File: config.mk
export PLATFORM = sky130hd
export DESIGN_NAME = sequence_player
export DESIGN_NICKNAME = d
export VERILOG_FILES = /design/src/rtl/simon_pkg.sv /design/src/rtl/sequence_player_timer.sv /design/src/rtl/sequence_player.sv
export SDC_FILE = /design/constraint.sdc
export NUM_CORES = 1
export LEC_CHECK = 0
export CORE_ASPECT_RATIO = 1.25
export CORE_MARGIN = 4
export CORE_UTILIZATION = 58
export CTS_BUF_LIST = sky130_fd_sc_hd__clkbuf_8
export DETAILED_ROUTE_END_ITERATION = 8
export HOLD_SLACK_MARGIN = 0.12
export PLACE_DENSITY_LB_ADDON = 0.25
export SLEW_MARGIN = 20
export SYNTH_ARGS = -nofsm -noshare
export SYNTH_HDL_FRONTEND = slang
export SYNTH_HIERARCHICAL = 1
export SYNTH_SLANG_ARGS = --single-unit
export TNS_END_PERCENT = 100
File: constraint.sdc
create_clock -name clk -period 4.9 [get_ports clk]
set_input_delay 0.735 -clock clk [delete_from_list [all_inputs] [get_ports clk]]
set_output_delay 0.735 -clock clk [all_outputs]
set_load 0.005 [all_outputs]
File: src/rtl/simon_pkg.sv
// Shared Simon types: colour index, player state encoding, colour-to-LED decode
// and default playback timing.
package simon_pkg;

  typedef logic [1:0] color_t;

  typedef enum logic [1:0] {
    IDLE  = 2'd0,
    FETCH = 2'd1,
    ON    = 2'd2,
    GAP   = 2'd3
  } player_state_t;

  localparam int DEF_N          = 10;
  localparam int DEF_ON_CYCLES  = 4;
  localparam int DEF_OFF_CYCLES = 2;

  function automatic logic [3:0] color_to_led(input color_t c);
    logic [3:0] led_v;
    case (c)
      2'd0:    led_v = 4'b0001;
      2'd1:    led_v = 4'b0010;
      2'd2:    led_v = 4'b0100;
      2'd3:    led_v = 4'b1000;
      default: led_v = 4'b0000;
    endcase
    return led_v;
  endfunction

endpackage

File: src/rtl/sequence_player_timer.sv
// play_timer: loadable down-counter shared by the ON and GAP phases of
// sequence_player; expired is high while the count sits at zero.
module play_timer #(
  parameter int W = 2
) (
  input  logic         clk,
  input  logic         reset,
  input  logic         load,
  input  logic [W-1:0] load_value,
  output logic         expired
);

  logic [W-1:0] count_r;

  // Load has priority; otherwise count down and hold at zero.
  always_ff @(posedge clk or negedge reset) begin
    if (!reset) begin
      count_r <= '0;
    end else if (load) begin
      count_r <= load_value;
    end else if (count_r != '0) begin
      count_r <= count_r - W'(1);
    end else begin
      count_r <= count_r;
    end
  end

  assign expired = (count_r == '0);

endmodule

File: src/rtl/sequence_player.sv
// sequence_player: plays the first `length` colours of sequence_rom on the LEDs.
// Optional SEQUENCE_PLAYER_ABORT_EN adds an `abort` input that cancels playback.
module sequence_player
  import simon_pkg::*;
#(
  parameter int N          = DEF_N,
  parameter int ON_CYCLES  = DEF_ON_CYCLES,
  parameter int OFF_CYCLES = DEF_OFF_CYCLES,
  localparam int AW        = (N > 1) ? $clog2(N) : 1,
  localparam int LW        = $clog2(N + 1)
) (
  input  logic          clk,
  input  logic          reset,
`ifdef SEQUENCE_PLAYER_ABORT_EN
  input  logic          abort,
`endif
  input  logic          start,
  input  logic [LW-1:0] length,
  input  color_t        rd_data,
  output logic [AW-1:0] rd_addr,
  output logic [3:0]    led,
  output logic          busy,
  output logic          done
);

  localparam int MAXC = (ON_CYCLES > OFF_CYCLES) ? ON_CYCLES : OFF_CYCLES;
  localparam int TW   = (MAXC > 1) ? $clog2(MAXC) : 1;

  player_state_t state_r;
  logic [LW-1:0] len_r;
  logic [AW-1:0] idx_r;
  logic [AW-1:0] rd_addr_r;
  logic [3:0]    led_r;
  logic          busy_r;
  logic          done_r;

  logic          abort_s;
  logic          last_s;
  logic          timer_expired_s;
  logic          timer_load_s;
  logic [TW-1:0] timer_value_s;
  logic [LW-1:0] len_clamped_s;

`ifdef SEQUENCE_PLAYER_ABORT_EN
  assign abort_s = abort;
`else
  assign abort_s = 1'b0;
`endif

  assign last_s        = (LW'(idx_r) == (len_r - LW'(1)));
  assign len_clamped_s = (length > LW'(N)) ? LW'(N) : length;

  // Timer reload: ON time on FETCH exit, gap time when a non-final colour ends.
  always_comb begin
    timer_load_s  = 1'b0;
    timer_value_s = '0;
    case (state_r)
      FETCH: begin
        timer_load_s  = 1'b1;
        timer_value_s = TW'(ON_CYCLES - 1);
      end
      ON: begin
        if (timer_expired_s && !last_s) begin
          timer_load_s  = 1'b1;
          timer_value_s = TW'(OFF_CYCLES - 1);
        end else begin
          timer_load_s  = 1'b0;
          timer_value_s = '0;
        end
      end
      default: begin
        timer_load_s  = 1'b0;
        timer_value_s = '0;
      end
    endcase
  end

  play_timer #(.W(TW)) u_timer (
    .clk        (clk),
    .reset      (reset),
    .load       (timer_load_s),
    .load_value (timer_value_s),
    .expired    (timer_expired_s)
  );

  // Playback FSM with registered LED, address, busy and done outputs.
  always_ff @(posedge clk or negedge reset) begin
    if (!reset) begin
      state_r   <= IDLE;
      len_r     <= '0;
      idx_r     <= '0;
      rd_addr_r <= '0;
      led_r     <= 4'b0000;
      busy_r    <= 1'b0;
      done_r    <= 1'b0;
    end else begin
      done_r <= 1'b0;
      case (state_r)
        IDLE: begin
          if (start) begin
            if (length == '0) begin
              done_r <= 1'b1;
            end else begin
              len_r     <= len_clamped_s;
              idx_r     <= '0;
              rd_addr_r <= '0;
              busy_r    <= 1'b1;
              state_r   <= FETCH;
            end
          end
        end
        FETCH: begin
          led_r   <= color_to_led(rd_data);
          state_r <= ON;
        end
        ON: begin
          if (timer_expired_s) begin
            led_r <= 4'b0000;
            if (last_s) begin
              busy_r  <= 1'b0;
              done_r  <= 1'b1;
              state_r <= IDLE;
            end else begin
              state_r <= GAP;
            end
          end
        end
        GAP: begin
          if (timer_expired_s) begin
            idx_r     <= idx_r + AW'(1);
            rd_addr_r <= idx_r + AW'(1);
            state_r   <= FETCH;
          end
        end
        default: begin
          led_r   <= 4'b0000;
          busy_r  <= 1'b0;
          state_r <= IDLE;
        end
      endcase
      // Abort overrides everything, including the final-colour done pulse.
      if (abort_s && (state_r != IDLE)) begin
        led_r   <= 4'b0000;
        busy_r  <= 1'b0;
        done_r  <= 1'b0;
        state_r <= IDLE;
      end
    end
  end

  assign rd_addr = rd_addr_r;
  assign led     = led_r;
  assign busy    = busy_r;
  assign done    = done_r;

endmodule

==> results.yml, run 1 <==
timing:
  slew_headroom: 0.459
  grt_setup_unrepaired: "no"
  skew_ns: 0.00400
  setup-tns-final_ns: 0
  finalWorstSetupSlack_ns: 2.71
  finalCritPeriodShare: 0.447
  slew_viol_final: 0
  worst_slew_pin_slew_ns: 0.809
  fmaxAchievable_ghz: 0.457
  period_needed_ns: 2.19
  finalHoldViolations: 0
  finalSetupViolations: 0
pwr:
  p_per_area_nw_per_um2: 593
  p_sw_uw: 306
  share_comb_of_total_power: 0.517
  max-vdd-ir-drop_mv: 0.357
  p_clk_frac: 0.153
  p_leak_uw: 0.000578
  swShare: 0.387
  power.internal_uw: 484
  power.share.sequential: 0.329
hold_path:
  hold_class: "reg -> reg"
yosys:
  netlist-cell-type-count: 31
  yosysWarnings: 6
  syn_area_per_cell_um2: 9.62
  synth-seq-cells: 18
  synth_edf_count: 0
  syn_inst: 112
  synth_ff_type: "dfrtp_1"
  async_flop_share: 1.00
  ys_seq_area_frac: 0.418
  synth_nets: 128
  syn-cell-area_um2: 1080
global_routing:
  grt_overflow: 0
  grt_pass1_vias: 924
  grt_use_total: 0.197
  grt_max_degree: 19
  antenna_found_initial: 0
  grt_pass1_wl_um: 3820
detailed_routing:
  via_per_inst: 5.82
  drcViolationCount: 0
  wire_per_inst_um: 14.2
  via_count: 885
  drt_iter0_drc: 16
  drt_pass1_iterations: 4
  ant_nets: 0
  routed_wl_um: 2150
critical_path:
  required_ns: 5.05
  crit_path_cell_trace: "clkdlybuf4s50_1 -> o41ai_4 -> a21oi_1 -> mux2_2 -> a22o_1"
  worstPathArrival_ns: 2.34
  r2r_slack_ns: 2.77
  start_kind: "primary input"
  crit_family: "compound AO/OA/AOI/OAI gates"
  path_max_fanout: 5
  slowest_stage: "clkdlybuf4s50_1"
  end_kind: "register"
  slowest_delay_ns: 0.51
  cp_num_buf_inv: 1
  crit_type: "in -> reg"
floorplanning:
  die_w_um: 46.5
  start_util: 0.610
  coreArea_um2: 1770
  dieArea_um2: 2620
  row_count: 17
  io_pins: 19
  die_h_um: 56.2
cts:
  cts_buffer_depth: 2
  cts_resized: 0
  hold_buffers: 0
  postCtsSetupBuffers: 0
  tritoncts: "done"
  clk_pin_slew_ns: 0.07
  cts_max_level: 1
  numClockSinks: 18
  clk_latency_ns: 0.25
  cts_root_buffer: "clkbuf_8"
  numCtsBuffers: 3
layout:
  diodes: 0
  nFillCells: 131
  layout.cells.non_filler: 152
  seqCellArea_um2: 450
  layout-drive-gt1-share: 0.0827
  final_cell_mix: "18 x dfrtp_1, 18 x clkdlybuf4s50_1, 11 x nand2_1, 11 x o21ai_0, 10 x inv_1"
  area_delta_synth_final_pct: 23.7
  multiInputGateArea_um2: 586
  nets: 150
placement:
  hpwl_um: 1680
  port_buffers: 18
  place_congestion: 0.802
  place_ws_ns: 2.46
  dp_cells: 148
status:
  outcome: "complete, no violations"
run:
  drv_cap: 0
-- per-stage QoR --
| step | util | hold slack (ns) | power [uW] | area, um2 |
|---|---|---|---|---|
| floorplan | - | 0.439 | 541 | 1080 |
| global placement | 0.724 | 0.485 | 656 | 1280 |
| detailed placement | 0.724 | 0.508 | 674 | 1280 |
| CTS | 0.755 | 0.524 | 794 | 1330 |
| global route | 0.755 | 0.561 | 863 | 1330 |
| finish | 0.755 | 0.509 | 790 | 1330 |
-- worst paths after layout --
kind / startpoint / to / cells past startpoint
worst max-delay path: length[2] / rd_addr[0] / 5
worst max register to register: state_r[0] / u_timer/count_r[1] / 8
max in group asynchronous: reset / len_r[3] / 1
worst min register to register: led[0] / led[0] / 2
worst min-delay path: led[0] / led[0] / 2
min in group asynchronous: reset / u_timer/count_r[0] / 1
-- kinds of logic after synthesis --
logic type      after synthesis  share of synthesized area
simple gates                 29                      0.130
buf+inv                      11                     0.0383
mux                           4                     0.0418
fa+ha+maj                     7                     0.0813
compound gates               36                      0.233
flops                        18                      0.418
xor+xnor                      7                     0.0569
-- layer usage --
metal  up-vias  track usage  wire (um)
li1        441            -          -
met2        26        0.343       1130
met3         5       0.0324        105
met1       413        0.222        883
met5         -            0          0
met4         0       0.0854         36
-- worst reg2reg max path, cell delays in order, from the launching register on --
cell and delay, ns:
dfrtp_1 0.42, inv_1 0.10, ha_1 0.31, inv_1 0.13
nor2_1 0.26, nand2_1 0.08, o21ai_0 0.37, or2b_1 0.27
o31a_1 0.10
-- area by class of cell --
| type | count | area share |
|---|---|---|
| timing repair buffer | 18 | 0.135 |
| sequential | 18 | 0.338 |
| multi-input combinational | 83 | 0.439 |
| inverter | 10 | 0.0282 |
| clock buffer | 4 | 0.0413 |
| tap | 19 | 0.0178 |
-- power by group through the flow --
stage	registers [uW]	clock network, uW	logic [uW]
after floorplan	256	0	286
after global placement	262	0	395
after detailed placement	264	0	410
after CTS	260	122	412
after global routing	268	129	466
final	260	121	409
-- cell usage after synthesis, types with 2 or more instances --
cell type   n  area share
dfrtp_1    18        0.42
nand2_1    11       0.038
o21ai_0    11       0.051
inv_1      10       0.035
a21oi_1     9       0.042
ha_1        7       0.081
nor2_1      7       0.024
xnor2_1     6       0.049
a22o_1      4       0.033
mux2_2      4       0.042
a211oi_1    2       0.014
a31oi_1     2       0.012
nand3_1     2      0.0093
nor3_1      2      0.0093
-- registers in the layout (all words and copies together), names as in the netlist --
name and count:
state_r 2, busy 1, rd_addr 4, len_r 4, u_timer/count_r 2, done 1
led 4
(Power assumes the default switching activity.)
==> run 2, diff against run 1 <==
--- a/config.mk
+++ b/config.mk
@@ -7,7 +7,7 @@
 export LEC_CHECK = 0
 export CORE_ASPECT_RATIO = 1.25
 export CORE_MARGIN = 4
-export CORE_UTILIZATION = 58
+export CORE_UTILIZATION = 54
 export CTS_BUF_LIST = sky130_fd_sc_hd__clkbuf_8
 export DETAILED_ROUTE_END_ITERATION = 8
 export HOLD_SLACK_MARGIN = 0.12
==> constraint.sdc (replaced) <==
create_clock -name clk -period 2.2 [get_ports clk]
set_input_delay 0.33 -clock clk [delete_from_list [all_inputs] [get_ports clk]]
set_output_delay 0.33 -clock clk [all_outputs]
set_load 0.005 [all_outputs]
==> run 2 against run 1 <==
Effect of this change:
- setup slack worse by 2.6 ns
- sequential power increased by 130%
- via count grew 3.3%
- clock skew shrank 0.0016 ns
- largest power group unchanged
- largest cell class unchanged
==> results.yml, run 2 (synthesis results as in run 1) <==
status:
  outcome: "complete, no violations"
pwr:
  max-vdd-ir-drop_mv: 0.795
  p_per_area_nw_per_um2: 1320
  total_power_uw: 1800
  p_leak_uw: 0.000596
run:
  drv_cap: 0
timing:
  grt_setup_unrepaired: "no"
  worst_slew_pin_slew_ns: 0.466
  finalSetupViolations: 0
  period_needed_ns: 2.05
  finalHoldViolations: 0
  slew_viol_final: 0
  finalCritPeriodShare: 0.930
  fmaxAchievable_ghz: 0.489
  slew_headroom: 0.686
  setup-tns-final_ns: 0
  skew_ns: 0.00245
  finalWorstSetupSlack_ns: 0.153
critical_path:
  slowest_delay_ns: 0.39
  crit_type: "reg -> reg"
  cp_num_buf_inv: 2
  worstPathArrival_ns: 2.18
  end_kind: "register"
  required_ns: 2.34
  crit_family: "compound AO/OA/AOI/OAI gates"
  crit_path_cell_trace: "inv_1 -> ha_1 -> xnor2_1 -> nor4_2 -> o21ai_0 -> buf_4 -> o31a_1"
  start_kind: "register"
  slowest_stage: "dfrtp_1"
  path_max_fanout: 4
layout:
  final_util: 0.741
  nFillCells: 139
  final_cell_mix: "18 x dfrtp_1, 18 x clkdlybuf4s50_1, 11 x nand2_1, 11 x o21ai_0, 10 x inv_1"
  nets: 155
  layout.cells.non_filler: 156
  area_delta_synth_final_pct: 25.9
  diodes: 0
  layout-drive-gt1-share: 0.109
global_routing:
  grt_use_total: 0.207
  grt_max_degree: 19
  antenna_found_initial: 0
  grt_overflow: 0
  grt_pass1_vias: 932
  grt_pass1_wl_um: 4090
detailed_routing:
  routed_wl_um: 2310
  drt_pass1_iterations: 4
  drt_iter0_drc: 11
  wire_per_inst_um: 14.8
  ant_nets: 0
  via_count: 914
  drcViolationCount: 0
  via_per_inst: 5.86
hold_path:
  hold_class: "in -> async"
floorplanning:
  coreArea_um2: 1830
  start_util: 0.589
  io_pins: 19
  row_count: 17
  die_w_um: 48.0
  die_h_um: 57.9
  dieArea_um2: 2780
cts:
  cts_resized: 0
  cts_max_level: 1
  postCtsSetupBuffers: 0
  cts_buffer_depth: 2
  clk_latency_ns: 0.25
  numClockSinks: 18
  cts_root_buffer: "clkbuf_8"
  hold_buffers: 0
  numCtsBuffers: 3
  tritoncts: "done"
  clk_pin_slew_ns: 0.07
placement:
  port_buffers: 18
  place_ws_ns: 0.157
  place_congestion: 0.787
  dp_cells: 153
  hpwl_um: 1770
-- run 2: cell type report --
type,instances,area (um2),share of cell area
clock buffers,3,41.3,0.0304
inverters,10,37.5,0.0277
multi-input cells,83,586,0.432
flip-flops and latches,18,450,0.332
well taps,19,23.8,0.0175
repair buffers,23,218,0.161
-- run 2: report_power, final --
group          switching, uW  total (uW)  internal, uW
sequential               125         590           465
clock                    106         228           122
combinational            479         979           500
-- run 2: worst register-to-register path, cell delays in order, from the launching register on --
cell     delay, ns
dfrtp_1       0.39
inv_1         0.08
ha_1          0.31
xnor2_1       0.15
nor4_2        0.36
o21ai_0       0.18
buf_4         0.17
o31a_1        0.29
-- run 2: worst paths after layout --
path | startpoint | cells past startpoint | slack [ns] | to
setup / recovery | len_r[0] | 7 | 0.15 | u_timer/count_r[1]
hold / removal | reset | 2 | 0.40 | u_timer/count_r[1]
setup reg to reg | len_r[0] | 7 | 0.15 | u_timer/count_r[1]
hold reg to reg | led[3] | 2 | 0.51 | led[3]
max in group asynchronous | reset | 2 | 1.61 | u_timer/count_r[0]
min in group clk | led[3] | 2 | 0.51 | led[3]
-- run 2: through the flow --
step                      cell area [um2]  hold WS (ns)
final                                1360         0.398
after global placement               1320         0.486
after detailed placement             1320         0.497
after floorplan                      1080        0.0344
after global routing                 1360         0.413
after CTS                            1360         0.408
-- run 2: routing by layer --
metal	track usage	share of wire	routed length (um)
met1	0.263	0.41	959
met2	0.335	0.51	1180
met3	0.0497	0.058	135
met4	0.0692	0.015	34
met5	0	0	0
==> run 3, diff against run 2 <==
--- a/config.mk
+++ b/config.mk
@@ -5,13 +5,15 @@
 export SDC_FILE = /design/constraint.sdc
 export NUM_CORES = 1
 export LEC_CHECK = 0
+export ABC_AREA = 1
 export CORE_ASPECT_RATIO = 1.25
-export CORE_MARGIN = 4
+export CORE_MARGIN = 2
 export CORE_UTILIZATION = 54
 export CTS_BUF_LIST = sky130_fd_sc_hd__clkbuf_8
 export DETAILED_ROUTE_END_ITERATION = 8
 export HOLD_SLACK_MARGIN = 0.12
 export PLACE_DENSITY_LB_ADDON = 0.25
+export SKIP_LAST_GASP = 1
 export SLEW_MARGIN = 20
 export SYNTH_ARGS = -nofsm -noshare
 export SYNTH_HDL_FRONTEND = slang
==> run 3 against run 2 <==
Effect of this change:
- via count up 5.8%
- cell area grew 2.6%
- count of clock-buffer cells in the layout rose by 1
- critical path depth rose by 6
- die area decreased by 11%
- core utilization down 3.9 points
- wire length is 2.6% lower
- global-route usage rose by 0.19 points
- cell count up 20%
- setup slack better by 0.14 ns
==> results.yml, run 3 <==
layout:
  layout.cells.non_filler: 187
  diodes: 0
  final_cell_mix: "45 x nand2_1, 20 x inv_1, 18 x dfrtp_1, 18 x clkdlybuf4s50_1, 11 x o21ai_0"
  final_common_cell: "nand2_1"
  fin_area_um2: 1390
  nets: 184
  layout-drive-gt1-share: 0.0958
  area_delta_synth_final_pct: 23.8
yosys:
  synth_common_cells: "45 x nand2_1, 20 x inv_1, 18 x dfrtp_1"
  async_flop_share: 1.00
  synth.area.top_cells: "dfrtp_1 40%, nand2_1 15%, ha_1 7.8%"
  syn_area_per_cell_um2: 7.80
  synthAdderAreaFrac: 0.0780
  synth.mux.area_fraction: 0
  synth.most_common_cell: "nand2_1"
  yosysWarnings: 6
  netlist-cell-type-count: 22
  synth_top_family_by_area: "simple AND/OR/NAND/NOR gates"
  synth_top_area_frac: 0.401
  yosys.area_share.simple: 0.263
  synth_ff_type: "dfrtp_1"
  synth-seq-cells: 18
  synth_nets: 160
  ys_seq_area_frac: 0.401
  synth_xor_area_frac: 0.0390
  yosys.area.top_type: "dfrtp_1"
  synth_edf_count: 0
  syn-cell-area_um2: 1120
  syn_inst: 144
  synth-compound-area-share: 0.143
pwr:
  max-vdd-ir-drop_mv: 0.684
  p_leak_uw: 0.000702
  power.internal_uw: 1070
  total_power_uw: 1880
  p_clk_frac: 0.143
  share_comb_of_total_power: 0.554
  power.share.sequential: 0.302
  p_per_area_nw_per_um2: 1350
  swShare: 0.432
  p_sw_uw: 813
critical_path:
  end_kind: "register"
  crit_type: "reg -> reg"
  r2r_slack_ns: 0.29
  worstPathArrival_ns: 2.10
  start_kind: "register"
  required_ns: 2.39
  reg2reg_from: "len_r[0]"
  path_max_fanout: 6
  startpoint: "len_r[0]"
detailed_routing:
  wl_met2_um: 1220
  wire_per_inst_um: 12.0
  routed_wl_um: 2250
  routed.top_layer: "met4"
  ant_nets: 0
  drt_pass1_iterations: 4
  drt_iter0_drc: 20
  wl_met3_um: 46
  via_count: 967
  wl_met1_um: 945
  via_per_inst: 5.17
  drcViolationCount: 0
floorplanning:
  row_count: 18
  io_pins: 19
  start_util: 0.567
  die_w_um: 44.8
  dieArea_um2: 2460
  die_h_um: 55
  coreArea_um2: 1980
cts:
  cts_buffer_depth: 2
  clk_latency_ns: 0.25
  postCtsSetupBuffers: 0
  cts_max_level: 1
  numClockSinks: 18
  cts_root_buffer: "clkbuf_8"
  hold_buffers: 0
  tritoncts: "done"
  clk_pin_slew_ns: 0.07
  numCtsBuffers: 3
  cts_resized: 0
placement:
  place_ws_ns: 0.325
  dpl_cell_area_um2: 1340
  dp_cells: 183
  place_congestion: 0.874
  port_buffers: 18
  hpwl_um: 1770
status:
  outcome: "complete, no violations"
timing:
  fmaxAchievable_ghz: 0.524
  slew_headroom: 0.764
  setup-tns-final_ns: 0
  grt_setup_unrepaired: "no"
  finalSetupViolations: 0
  finalHoldViolations: 0
  finalCritPeriodShare: 0.867
  finalWorstSetupSlack_ns: 0.292
  worst_slew_pin_slew_ns: 0.353
  slew_viol_final: 0
  period_needed_ns: 1.91
  skew_ns: 0.000880
global_routing:
  antenna_found_initial: 0
  grt_pass1_vias: 944
  grt_use_total: 0.209
  grt_overflow: 0
  grt_pass1_wl_um: 3730
  grt_max_degree: 19
hold_path:
  hold_class: "in -> async"
run:
  drv_cap: 0
run 3: cell types whose count changed after synthesis, moves of 4 or more:
cell	delta
a21oi_1	-6
a22o_1	-4
inv_1	+10
mux2_2	-4
nand2_1	+34
nand2_2	+4
nand3_1	+8
xnor2_1	-5
run 3: cell families after synthesis:
family                   count (synthesis)
AO/OA/AOI/OAI                           23
AND/OR/NAND/NOR                         68
XOR/XNOR                                 5
adder cells (fa/ha/maj)                  7
buffers and inverters                   23
flip-flops                              18
run 3: worst paths after layout:
check / endpoint / depth (start not counted)
worst max-delay path: u_timer/count_r[1] / 13
worst min-delay path: len_r[1] / 2
worst max register to register: u_timer/count_r[1] / 13
worst min register to register: busy / 2
max in group asynchronous: u_timer/count_r[0] / 2
min in group clk: busy / 2
run 3: power by group through the flow:
stage | clock, uW | combinational [uW] | sequential [uW]
after global placement | 0 | 994 | 569
after CTS | 278 | 1050 | 571
after detailed placement | 0 | 1040 | 579
final | 269 | 1040 | 569
after global routing | 286 | 1170 | 584
after floorplan | 0 | 744 | 559
run 3: final cells by class:
class                      instances  area [um2]
fill                             166         591
multi-input combinational        103         587
sequential                        18         450
timing repair buffer              19         188
inverter                          23        86.3
clock buffer                       4        55.1
tap                               20        25.0
run 3: worst max-delay path, stage by stage (launching register included):
cell and delay, ns:
dfrtp_1 0.37, inv_1 0.08, ha_1 0.30, nor2_1 0.10
nor2_1 0.05, nand2_1 0.10, nor2_4 0.05, nand2_2 0.08
nand2_1 0.06, a21oi_1 0.30, inv_1 0.13, nand2_1 0.10
nand2_1 0.06, nand2_1 0.06
run 3: through the flow:
stage / hold WS, ns / util
after floorplan: 0.0344 / -
after detailed placement: 0.473 / 0.674
after CTS: 0.401 / 0.702
after global placement: 0.458 / 0.674
final: 0.398 / 0.702
after global routing: 0.435 / 0.702
run 3: layer usage:
layer	global-route usage	vias to the layer above
met2	0.403	16
met1	0.217	445
met3	0.0325	5
met5	0	-
li1	-	501
met4	0.103	0
